`src/rtl/hazard_pkg.sv`:
```
// Shared constants for the multi-cycle hazard controller: forward-select
// codes and the data-memory wait FSM state type.
package hazard_pkg;

  localparam logic [1:0] FWD_RF  = 2'b00;
  localparam logic [1:0] FWD_WB  = 2'b01;
  localparam logic [1:0] FWD_MEM = 2'b10;

  typedef enum logic {
    M_IDLE = 1'b0,
    M_WAIT = 1'b1
  } mem_state_t;

endpackage

```
`src/rtl/md_scoreboard.sv`:
```
// Mul/div scoreboard: latency down-counter, completion pulse, destination
// tracking and the ID-stage hazards it raises.
module md_scoreboard #(
  parameter int unsigned REG_AW = 5,
  parameter int unsigned MD_LAT = 4
) (
  input  logic              clk,
  input  logic              rst_n,
  input  logic              start,
  input  logic              freeze,
  input  logic [REG_AW-1:0] dest,
  input  logic              id_md_op,
  input  logic [REG_AW-1:0] id_rs,
  input  logic [REG_AW-1:0] id_rt,
  output logic              md_busy,
  output logic              md_done,
  output logic [REG_AW-1:0] md_wr_addr,
  output logic              sb_stall,
  output logic              md_struct
);

  localparam int unsigned CW = 4;

  logic [CW-1:0] cnt;
  logic          accept;

  // A start is only taken while idle, which includes the md_done cycle.
  assign accept  = start && !freeze && (cnt == '0);
  assign md_busy = (cnt != '0);

  always_ff @(posedge clk or negedge rst_n) begin
    if (!rst_n) begin
      cnt        <= '0;
      md_done    <= 1'b0;
      md_wr_addr <= '0;
    end else begin
      md_done <= (cnt == CW'(1));
      if (accept) begin
        cnt        <= CW'(MD_LAT);
        md_wr_addr <= dest;
      end else if (cnt != '0) begin
        cnt <= cnt - CW'(1);
      end
    end
  end

  always_comb begin
    sb_stall  = 1'b0;
    md_struct = 1'b0;
    if ((md_busy || md_done) && (md_wr_addr != '0) &&
        ((md_wr_addr == id_rs) || (md_wr_addr == id_rt)))
      sb_stall = 1'b1;
    if (id_md_op && md_busy)
      md_struct = 1'b1;
  end

endmodule

```
`src/rtl/hazard_ctrl_mc.sv`:
```
// Hazard/forwarding controller for the 5-stage pipeline with mul/div
// scoreboarding, data-memory wait handling and a stall-cycle counter.
module hazard_ctrl_mc
  import hazard_pkg::*;
#(
  parameter int unsigned REG_AW      = 5,
  parameter int unsigned MD_LAT      = 4,
  parameter int unsigned MEM_TIMEOUT = 16,
  parameter int unsigned CNT_W       = 32
) (
  input  logic              clk,
  input  logic              rst_n,
  input  logic              id_branch,
  input  logic              id_md_op,
  input  logic [REG_AW-1:0] id_rs,
  input  logic [REG_AW-1:0] id_rt,
  input  logic [REG_AW-1:0] ex_rs,
  input  logic [REG_AW-1:0] ex_rt,
  input  logic              ex_reg_wr_en,
  input  logic              ex_mem_to_reg,
  input  logic [REG_AW-1:0] ex_reg_wr_addr,
  input  logic              ex_md_start,
  input  logic [REG_AW-1:0] ex_md_dest,
  input  logic              mem_reg_wr_en,
  input  logic              mem_mem_to_reg,
  input  logic [REG_AW-1:0] mem_reg_wr_addr,
  input  logic              mem_req,
  input  logic              mem_ready,
  input  logic              wb_reg_wr_en,
  input  logic [REG_AW-1:0] wb_reg_wr_addr,
  input  logic              stat_clr,
  output logic              stall_if,
  output logic              stall_id,
  output logic              flush_ex,
  output logic              freeze,
  output logic [1:0]        forwardA_ex,
  output logic [1:0]        forwardB_ex,
  output logic              forwardA_id,
  output logic              forwardB_id,
  output logic              md_busy,
  output logic              md_done,
  output logic [REG_AW-1:0] md_wr_addr,
  output logic              mem_err,
  output logic [CNT_W-1:0]  stall_cycles
);

  localparam int unsigned WW = $clog2(MEM_TIMEOUT + 1);

  mem_state_t    state, state_nxt;
  logic [WW-1:0] wait_cnt, wait_cnt_nxt;
  logic          timeout;
  logic          lw_stall, br_stall, sb_stall, md_struct, hz;
  logic          mem_fwd_a, mem_fwd_b, wb_fwd_a, wb_fwd_b;

  md_scoreboard #(
    .REG_AW (REG_AW),
    .MD_LAT (MD_LAT)
  ) u_md (
    .clk        (clk),
    .rst_n      (rst_n),
    .start      (ex_md_start),
    .freeze     (freeze),
    .dest       (ex_md_dest),
    .id_md_op   (id_md_op),
    .id_rs      (id_rs),
    .id_rt      (id_rt),
    .md_busy    (md_busy),
    .md_done    (md_done),
    .md_wr_addr (md_wr_addr),
    .sb_stall   (sb_stall),
    .md_struct  (md_struct)
  );

  always_comb begin
    mem_fwd_a   = mem_reg_wr_en && (mem_reg_wr_addr != '0) && (mem_reg_wr_addr == ex_rs);
    mem_fwd_b   = mem_reg_wr_en && (mem_reg_wr_addr != '0) && (mem_reg_wr_addr == ex_rt);
    wb_fwd_a    = wb_reg_wr_en && (wb_reg_wr_addr != '0) && (wb_reg_wr_addr == ex_rs);
    wb_fwd_b    = wb_reg_wr_en && (wb_reg_wr_addr != '0) && (wb_reg_wr_addr == ex_rt);
    forwardA_ex = mem_fwd_a ? FWD_MEM : (wb_fwd_a ? FWD_WB : FWD_RF);
    forwardB_ex = mem_fwd_b ? FWD_MEM : (wb_fwd_b ? FWD_WB : FWD_RF);
    forwardA_id = mem_reg_wr_en && (mem_reg_wr_addr != '0) && (mem_reg_wr_addr == id_rs);
    forwardB_id = mem_reg_wr_en && (mem_reg_wr_addr != '0) && (mem_reg_wr_addr == id_rt);
  end

  always_comb begin
    lw_stall = ex_mem_to_reg && ((ex_reg_wr_addr == id_rs) || (ex_reg_wr_addr == id_rt));
    br_stall = id_branch &&
               ((ex_reg_wr_en && ((ex_reg_wr_addr == id_rs) || (ex_reg_wr_addr == id_rt))) ||
                (mem_mem_to_reg && ((mem_reg_wr_addr == id_rs) || (mem_reg_wr_addr == id_rt))));
    hz       = lw_stall || br_stall || sb_stall || md_struct;
  end

  always_ff @(posedge clk or negedge rst_n) begin
    if (!rst_n) begin
      state    <= M_IDLE;
      wait_cnt <= '0;
      mem_err  <= 1'b0;
    end else begin
      state    <= state_nxt;
      wait_cnt <= wait_cnt_nxt;
      mem_err  <= timeout;
    end
  end

  // Freeze is derived from the request itself so zero-wait accesses never
  // freeze; the FSM only tracks how long a stalled access has been waiting.
  always_comb begin
    state_nxt    = state;
    wait_cnt_nxt = wait_cnt;
    timeout      = 1'b0;
    case (state)
      M_IDLE: begin
        wait_cnt_nxt = '0;
        if (mem_req && !mem_ready) begin
          state_nxt    = M_WAIT;
          wait_cnt_nxt = WW'(1);
        end
      end
      M_WAIT: begin
        if (!mem_req || mem_ready) begin
          state_nxt    = M_IDLE;
          wait_cnt_nxt = '0;
        end else if (wait_cnt == WW'(MEM_TIMEOUT)) begin
          timeout      = 1'b1;
          state_nxt    = M_IDLE;
          wait_cnt_nxt = '0;
        end else begin
          wait_cnt_nxt = wait_cnt + WW'(1);
        end
      end
      default: begin
        state_nxt    = M_IDLE;
        wait_cnt_nxt = '0;
      end
    endcase
    freeze   = mem_req && !mem_ready && !timeout;
    stall_if = hz || freeze;
    stall_id = hz || freeze;
    flush_ex = hz && !freeze;
  end

  always_ff @(posedge clk or negedge rst_n) begin
    if (!rst_n)
      stall_cycles <= '0;
    else if (stat_clr)
      stall_cycles <= '0;
    else if (stall_if && (stall_cycles != '1))
      stall_cycles <= stall_cycles + CNT_W'(1);
  end

endmodule

```
`config.mk`:
```
export PLATFORM = sky130hd
export DESIGN_NAME = hazard_ctrl_mc
export DESIGN_NICKNAME = d
export VERILOG_FILES = /design/src/rtl/hazard_pkg.sv /design/src/rtl/md_scoreboard.sv /design/src/rtl/hazard_ctrl_mc.sv
export SDC_FILE = /design/constraint.sdc
export NUM_CORES = 1
export LEC_CHECK = 0
export CAP_MARGIN = 20
export CORE_MARGIN = 5
export CORE_UTILIZATION = 51
export DETAILED_ROUTE_END_ITERATION = 8
export PLACE_DENSITY = 0.86
export RECOVER_POWER = 25
export SLEW_MARGIN = 20
export SYNTH_ARGS = -nofsm -noshare
export SYNTH_HDL_FRONTEND = slang
export SYNTH_HIERARCHICAL = 1
export SYNTH_SLANG_ARGS = --single-unit
export TNS_END_PERCENT = 5
```
`constraint.sdc`:
```
create_clock -name clk -period 4.15 [get_ports clk]
set_input_delay 0.83 -clock clk [delete_from_list [all_inputs] [get_ports clk]]
set_output_delay 0.83 -clock clk [all_outputs]
set_load 0.03 [all_outputs]
```
== Word-level counts from Yosys, hierarchy flattened ==
Cells that the tools add are included.
Word-level totals
  word-level logic and storage cells: 87
  register bits: 49
  input bits: 53
Cells by class
  reductions and logical operators: 42
  eq/ne operators: 13
  add/sub/neg operators: 3
  bitwise operators: 1
  mux-type cells: 21
Operators by type and width (count)
  $mux W32: 2
  $eq A5 B5 Y1: 10
  $add A32 B1 Y32 const B: 1
  $ne A32 B32 Y1 const B: 1
  $logic_and A1 B1 Y1: 21
  $reduce_bool A5 Y1: 3
  $mux W1: 11
  $logic_or A1 B1 Y1: 10
  $mux W5: 2
  $pmux W5 S2: 1
  $mux W4: 2
  $add A5 B1 Y5 const B: 1
  $eq A5 B5 Y1 const B: 1
  $eq A4 B1 Y1 const B: 1
  $logic_not A1 Y1: 4
  $logic_not A4 Y1: 1
  $mux W2: 2
  $reduce_bool A2 Y1: 2
  $reduce_bool A4 Y1: 1
  $sub A4 B1 Y4 const B: 1
  $pmux W1 S2: 1
  $not A1 Y1: 1

== Depth between registers and ports, before layout ==
Gate-level depths: netlist (run 1).
  depth in word-level cells: 12
  depth in mapped cells: 14

== Cells and area by module ==
The synthesis (run 1) kept the hierarchy.
Modules (own cells, without submodules)
  hazard_ctrl_mc: cells each 319, area an instance 2791.4 µm², times used 1, sequential area each 975.9 µm²
  md_scoreboard: cells each 54, area an instance 568.0 µm², times used 1, sequential area each 250.2 µm²

== Least setup slack after synthesis (run 1) ==
OpenSTA, ideal clock, no wires.
  path type: input to output
  start: input mem_reg_wr_addr[1]
  end: output forwardA_ex[0]
  path buffers: 1
  data arrival time: 2.929 ns
  path slack: 0.391 ns
  required time: 3.320 ns
  stages: 5
  path through: clkbuf_1 or4_1 o21ai_0 nor4_1 nor4_1
On the way
  cells in the longest elaborated chain, start to end: 4
  elaborated cells between the ends (all ways): 5
  classes of those cells: eq/ne (1); mux (1); reduce/logical (3)
Ends and longest elaborated chain
  from (decl): line hazard_ctrl_mc.sv:26  | input logic [REG_AW-1:0] mem_reg_wr_addr,
  $reduce_bool A5 Y1: line hazard_ctrl_mc.sv:75  | mem_fwd_a = mem_reg_wr_en && (mem_reg_wr_addr != '0) && (mem_reg_wr_addr == ex_rs);
  $logic_and A1 B1 Y1: line hazard_ctrl_mc.sv:75
  $logic_and A1 B1 Y1 (*): line hazard_ctrl_mc.sv:75
  named net mem_fwd_a: line hazard_ctrl_mc.sv:53  | logic mem_fwd_a, mem_fwd_b, wb_fwd_a, wb_fwd_b;
  $mux W2 (*): line hazard_ctrl_mc.sv:79  | forwardA_ex = mem_fwd_a ? FWD_MEM : (wb_fwd_a ? FWD_WB : FWD_RF);
  to (decl): line hazard_ctrl_mc.sv:36  | output logic [1:0] forwardA_ex,
Mark *: on every way through the listed nets, which the timed path passes. The rest lies on a longest branch.

== Worst setup path in the final report (run 1) ==
  start: input id_rs[2]
  end: output stall_if
On the way
  elaborated cells between the ends (all ways): 17
  classes of those cells: eq/ne (3); mux (1); reduce/logical (13)
RTL lines
  from (decl): line hazard_ctrl_mc.sv:15  | input logic [REG_AW-1:0] id_rs,
  $eq A5 B5 Y1: line md_scoreboard.sv:51  | ((md_wr_addr == id_rs) || (md_wr_addr == id_rt)))
  $logic_or A1 B1 Y1: line md_scoreboard.sv:51
  $logic_and A1 B1 Y1: line md_scoreboard.sv:50  | if ((md_busy || md_done) && (md_wr_addr != '0) &&
  $mux W1: line md_scoreboard.sv:50
  named net sb_stall: line hazard_ctrl_mc.sv:52  | logic lw_stall, br_stall, sb_stall, md_struct, hz;
  $logic_or A1 B1 Y1 (2 in series): line hazard_ctrl_mc.sv:90  | hz = lw_stall || br_stall || sb_stall || md_struct;
  $logic_or A1 B1 Y1: line hazard_ctrl_mc.sv:137  | stall_if = hz || freeze;
  to (decl): line hazard_ctrl_mc.sv:32  | output logic stall_if,
The timed path passes the listed nets, and every way through them passes these cells.

==> results of run 1 <==
[cells in the final DEF (no fill, tap or decap), types with 2 or more instances in the layout]
| master | Yosys | routed |
|---|---|---|
| dfrtp_1 | 49 | 49 |
| inv_1 | 10 | 10 |
| nand2b_1 | 3 | 3 |
| nand4_1 | 7 | 7 |
| nand2_1 | 12 | 12 |
| nor3_1 | 10 | 10 |
| nor2_1 | 22 | 21 |
| nor2b_1 | 8 | 8 |
| nor4_1 | 9 | 9 |
| and2_1 | 5 | 4 |
| a21o_1 | 2 | 2 |
| ha_1 | 5 | 5 |
| o21ai_0 | 8 | 8 |
| o31ai_1 | 20 | 20 |
| a21oi_1 | 30 | 30 |
| xor2_1 | 32 | 32 |
| clkbuf_8 | 0 | 6 |
| and3_1 | 10 | 10 |
| or4_1 | 25 | 25 |
| buf_4 | 6 | 7 |
| mux2_2 | 12 | 12 |
| nand3_1 | 29 | 29 |
| xnor2_1 | 21 | 21 |
| clkdlybuf4s50_1 | 0 | 99 |
| or3_1 | 4 | 4 |
[sequential cells by signal, indices dropped and copies added, names as in the netlist]
| name | flops |
|---|---|
| mem_err | 1 |
| u_md/md_wr_addr | 5 |
| state | 1 |
| u_md/md_done | 1 |
| stall_cycles | 32 |
| u_md/cnt | 4 |
| wait_cnt | 5 |
[report_power, final]
group / switching (mW) / internal, mW / total, mW
combinational: 0.320 / 0.261 / 0.581
clock: 0.167 / 0.196 / 0.363
sequential: 0.0730 / 0.532 / 0.605
[layout make-up]
type	count	area (um2)	share of cell area, %
inverters	10	37.5	0.838
flip-flops and latches	49	1230	27.4
repair buffers	107	1050	23.4
well taps	77	96.3	2.15
multi-input cells	289	1950	43.6
clock inverters	2	37.5	0.838
clock buffers	6	82.6	1.84
[metal layers]
| metal | global-route usage (%) | vias up |
|---|---|---|
| met1 | 28.3 | 1563 |
| li1 | - | 1522 |
| met5 | 0 | - |
| met4 | 5.87 | 0 |
| met2 | 34.8 | 105 |
| met3 | 4.71 | 13 |
[through the flow]
stage          hold slack, ps  cell area, um2
6_report                  549            4480
5_1_grt                   568            4480
4_1_cts                   547            4480
3_5_place_dp              525            4360
3_3_place_gp              508            4360
2_1_floorplan             485            3360
[cell families (layout without fill, tap and decap cells)]
logic type	count (synthesis)	in the layout	share of synthesized area [%]
compound gates	65	65	11.8
simple gates	153	153	26.3
buf+inv	35	125	5.44
xor+xnor	53	53	13.8
flops	49	49	36.5
fa+ha+maj	5	5	1.86
mux	13	13	4.32
[worst max-delay path by stage]
stage / to / slack [ps] / depth (start not counted)
detailed placement: stall_if / 170 / 10
finish: stall_if / 150 / 10
global placement: forwardA_ex[1] / 200 / 5
global route: stall_if / 6 / 10
floorplan: forwardA_ex[0] / 390 / 5
CTS: stall_if / 160 / 10
==> flow_summary.json, run 1 <==
{
  "num_io_pins": 103,
  "status": "finished, violations left",
  "synth.most_common_cell": "dfrtp_1",
  "finalSetupViolations": 0,
  "finalWeightedCongestion": 0.866,
  "period_share_pct": 96.3,
  "place.detailed.hpwl_um": 6610,
  "fmax_mhz": 250,
  "wl_per_cell_um": 16.5,
  "pwr_density_cell_mw_per_mm2": 346,
  "htree_levels": 2,
  "die_h_um": 91.2,
  "synth_top_area_share_pct": 36.5,
  "final-hold-violation-count": 0,
  "grt_pass1_wl_um": 15000,
  "top_layer": "met4",
  "endpoint_kind": "output pin",
  "clock_sinks": 49,
  "peakVddDrop_v": 0.000251,
  "yosysWarnings": 6,
  "cpMaxStageDelayCell": "clkdlybuf4s50_1",
  "met2_length_um": 4320,
  "cp_cell_sequence": "clkdlybuf4s50_1 -> xor2_1 -> nor3_1 -> nand3_1 -> a21oi_1 -> a311o_1 -> nor3_1 -> and2_4 -> inv_1 -> clkdlybuf4s50_1",
  "fin_nets": 520,
  "cts_buffer_depth": 2,
  "critPathBufInv": 3,
  "num-fill-cells": 520,
  "vias": 3203,
  "wl_met3_um": 586,
  "drt_pass1_iterations": 4,
  "cp-start-kind": "primary input",
  "timing.final.crit_period_ps": 4000,
  "num_rows": 29,
  "skew_ps": 12.9,
  "die_area_mm2": 0.00831,
  "synthArstFlopShare_pct": 100,
  "critical_path.max_fanout": 4,
  "rsz0062_at_grt": "no",
  "worstHoldStart": "u_md/cnt[3]",
  "r2r-end": "stall_cycles[17]",
  "ys_seq_area_share_pct": 36.5,
  "worstReg2RegStart": "u_md/cnt[0]",
  "required_ps": 3320,
  "start_util_pct": 52.6,
  "max_cap_violations": 1,
  "reg2reg_slack_ps": 1210,
  "syn-num-nets": 431,
  "place_inst": 532,
  "yosysTopAreaCell": "dfrtp_1",
  "synth_area_mm2": 0.00336,
  "cp.arrival_ps": 3170,
  "port_buffers": 102,
  "clock_latency_ps": 310,
  "drive_gt1_share_pct": 7.78,
  "drc": 0,
  "ant_nets": 0,
  "tritoncts": "done",
  "first_iter_violations": 215,
  "worst_setup_hold_path_clk_slew_ps": 100,
  "hp-class": "reg -> reg",
  "critPathTopFamily": "buffers and inverters",
  "die_width_um": 91.2,
  "synth_cells": 373,
  "grt_overflow_total": 0,
  "synth_common_cells": "dfrtp_1, xor2_1, a21oi_1",
  "cts_made_buffers": 5,
  "post-place-ws_ps": 170,
  "hold_end": "u_md/cnt[3]",
  "tightest_slew_ps": 2670,
  "p_leak_nw": 1.74,
  "violations": "max-capacitance violations, max-slew violations",
  "setup_ws_ps": 153,
  "finalWirelength_um": 8910,
  "crit_start": "id_rs[2]",
  "syn_area_per_cell_um2": 9.01,
  "synth-seq-cells": 49,
  "critPathMaxStageDelay_ps": 700,
  "cts_resized": 0,
  "synth-edff-count": 0,
  "antenna_found_initial": 0,
  "root_buffer": "clkbuf_8",
  "synth_ff_type": "dfrtp_1",
  "hold_depth": 1,
  "grt_use_total_pct": 21.2,
  "worstSetupPathType": "in -> out",
  "wl_met1_um": 3860,
  "maxSlewHeadroom_pct": -77.7,
  "avgViaCountPerCell": 5.93,
  "drv_slew": 50,
  "coreArea_mm2": 0.00639,
  "r2r_cells": 12,
  "fin_tns_setup_ps": 0,
  "finalNonFillerCells": 540,
  "final_core_util_pct": 70.2,
  "grt_max_degree": 56,
  "ys_types": 43,
  "grt_pass1_vias": 3114,
  "postCtsSetupBuffers": 0,
  "ys_top_cells_by_area": "dfrtp_1, xor2_1, or4_1, xnor2_1, a21oi_1",
  "num_antenna_cells": 0,
  "total_power_mw": 1.55,
  "cts.hold.buffers_added": 0,
  "area_growth_pct": 33.4
}
Power figures use the tool's default switching activity.
==> inputs of run 2 (changes only) <==
CORE_ASPECT_RATIO = 2   (was unset)
==> run 2 against run 1 <==
  * The run still ends with max-capacitance violations, max-slew violations left
  * Utilization down 0.84 points
  * Critical path type unchanged
  * Count of clock-buffer cells in the layout fell by 1
  * Fmax is 0.61% lower
  * Sequential cell count stayed put
==> flow_summary.json, run 2 (same netlist as run 1, synthesis figures left out) <==
{
  "drv_slew": 50,
  "avgViaCountPerCell": 5.71,
  "coreArea_mm2": 0.00652,
  "grt_use_total_pct": 22.4,
  "grt_pass1_wl_um": 15100,
  "finalSetupViolations": 0,
  "tritoncts": "done",
  "fmax_mhz": 249,
  "finalWirelength_um": 9160,
  "hp-class": "reg -> reg",
  "worstHoldStart": "u_md/cnt[0]",
  "drc": 0,
  "maxSlewHeadroom_pct": -75.4,
  "period_share_pct": 96.9,
  "multi_input_area_mm2": 0.00195,
  "place.detailed.hpwl_um": 6660,
  "final-hold-violation-count": 0,
  "start_util_pct": 51.6,
  "place_area_mm2": 0.00438,
  "drive_gt1_share_pct": 7.78,
  "cts.hold.buffers_added": 0,
  "clock_latency_ps": 290,
  "skew_ps": 7.72,
  "layout_commonest_cell": "clkdlybuf4s50_1",
  "grt_max_degree": 56,
  "num_rows": 42,
  "grt_overflow_total": 0,
  "violations": "max-capacitance violations, max-slew violations",
  "num_io_pins": 103,
  "num_antenna_cells": 0,
  "rsz0062_at_grt": "no",
  "vias": 3144,
  "fin_nets": 520,
  "port_buffers": 102,
  "stdcell_area_mm2": 0.00452,
  "regArea_mm2": 0.00123,
  "critical_path.max_fanout": 4,
  "required_ps": 3320,
  "largestRegisters": "stall_cycles: 32 flops, u_md/md_wr_addr: 5 flops, wait_cnt: 5 flops",
  "p_leak_nw": 1.75,
  "pwr_density_cell_mw_per_mm2": 349,
  "endpoint_kind": "output pin",
  "cts_made_buffers": 5,
  "cp.arrival_ps": 3190,
  "hold_ws_ps": 532,
  "area_growth_pct": 34.5,
  "timing.final.crit_period_ps": 4020,
  "wl_per_cell_um": 16.6,
  "max_cap_violations": 1,
  "ant_nets": 0,
  "finalWeightedCongestion": 0.895,
  "htree_levels": 2,
  "fin_tns_setup_ps": 0,
  "grt_pass1_vias": 3118,
  "worstReg2RegStart": "u_md/cnt[0]",
  "clock_sinks": 49,
  "top_register": "stall_cycles",
  "setup_ws_ps": 128,
  "status": "finished, violations left",
  "postCtsSetupBuffers": 0,
  "peakVddDrop_v": 0.000346,
  "post-place-ws_ps": 150,
  "num-fill-cells": 555,
  "cp-start-kind": "primary input",
  "worst_setup_hold_path_clk_slew_ps": 60,
  "worstSetupPathType": "in -> out",
  "cts_buffer_depth": 2,
  "die_width_um": 67.4,
  "root_buffer": "clkbuf_16",
  "first_iter_violations": 282,
  "drt_pass1_iterations": 4,
  "crit_start": "id_rt[2]",
  "antenna_found_initial": 0,
  "die_area_mm2": 0.00841,
  "largest_reg_flops": 32,
  "cts_resized": 0,
  "layout_common_cells": "clkdlybuf4s50_1, dfrtp_1, xor2_1",
  "die_h_um": 125,
  "tightest_slew_ps": 2630
}
## run 2: per-layer routing
| metal | global-route usage, % | part of all wire, % | up-vias |
|---|---|---|---|
| li1 | - | - | 1529 |
| met1 | 30.5 | 44 | 1495 |
| met2 | 35.5 | 49 | 103 |
| met3 | 3.97 | 4.9 | 17 |
| met4 | 6.70 | 2.2 | 0 |
| met5 | 0 | 0 | - |
## run 2: cell type report
type | count | area share (%)
inverters | 10 | 0.831
flip-flops and latches | 49 | 27.1
well taps | 88 | 2.44
clock inverters | 3 | 0.388
multi-input cells | 289 | 43.2
repair buffers | 107 | 23.2
clock buffers | 5 | 2.77
## run 2: metrics by stage
step	util [%]	power, mW	cells
2_1_floorplan	-	0.972	373
3_3_place_gp	67.1	1.17	543
3_5_place_dp	67.1	1.19	543
4_1_cts	69.3	1.59	551
5_1_grt	69.3	1.67	551
6_report	69.3	1.58	551
## run 2: critical path: stages
cell	delay, ps
clkdlybuf4s50_1	510
xor2_1	190
nor3_1	220
nand3_1	110
a21oi_1	150
a311o_1	150
nor3_1	50
and2_4	180
inv_1	110
clkdlybuf4s50_1	690
## run 2: path summary, 6_finish.rpt
path | cells past startpoint | slack, ps | endpoint
hold reg to reg | 1 | 530 | u_md/cnt[0]
hold / removal | 1 | 530 | u_md/cnt[0]
setup reg to reg | 12 | 1290 | stall_cycles[28]
setup / recovery | 10 | 130 | stall_if
min in group asynchronous | 1 | 1350 | stall_cycles[8]
max in group asynchronous | 1 | 1290 | stall_cycles[30]
## run 2: where the power goes
part           switching, mW  internal (mW)
combinational          0.319          0.260
sequential            0.0668          0.533
clock                  0.178          0.221
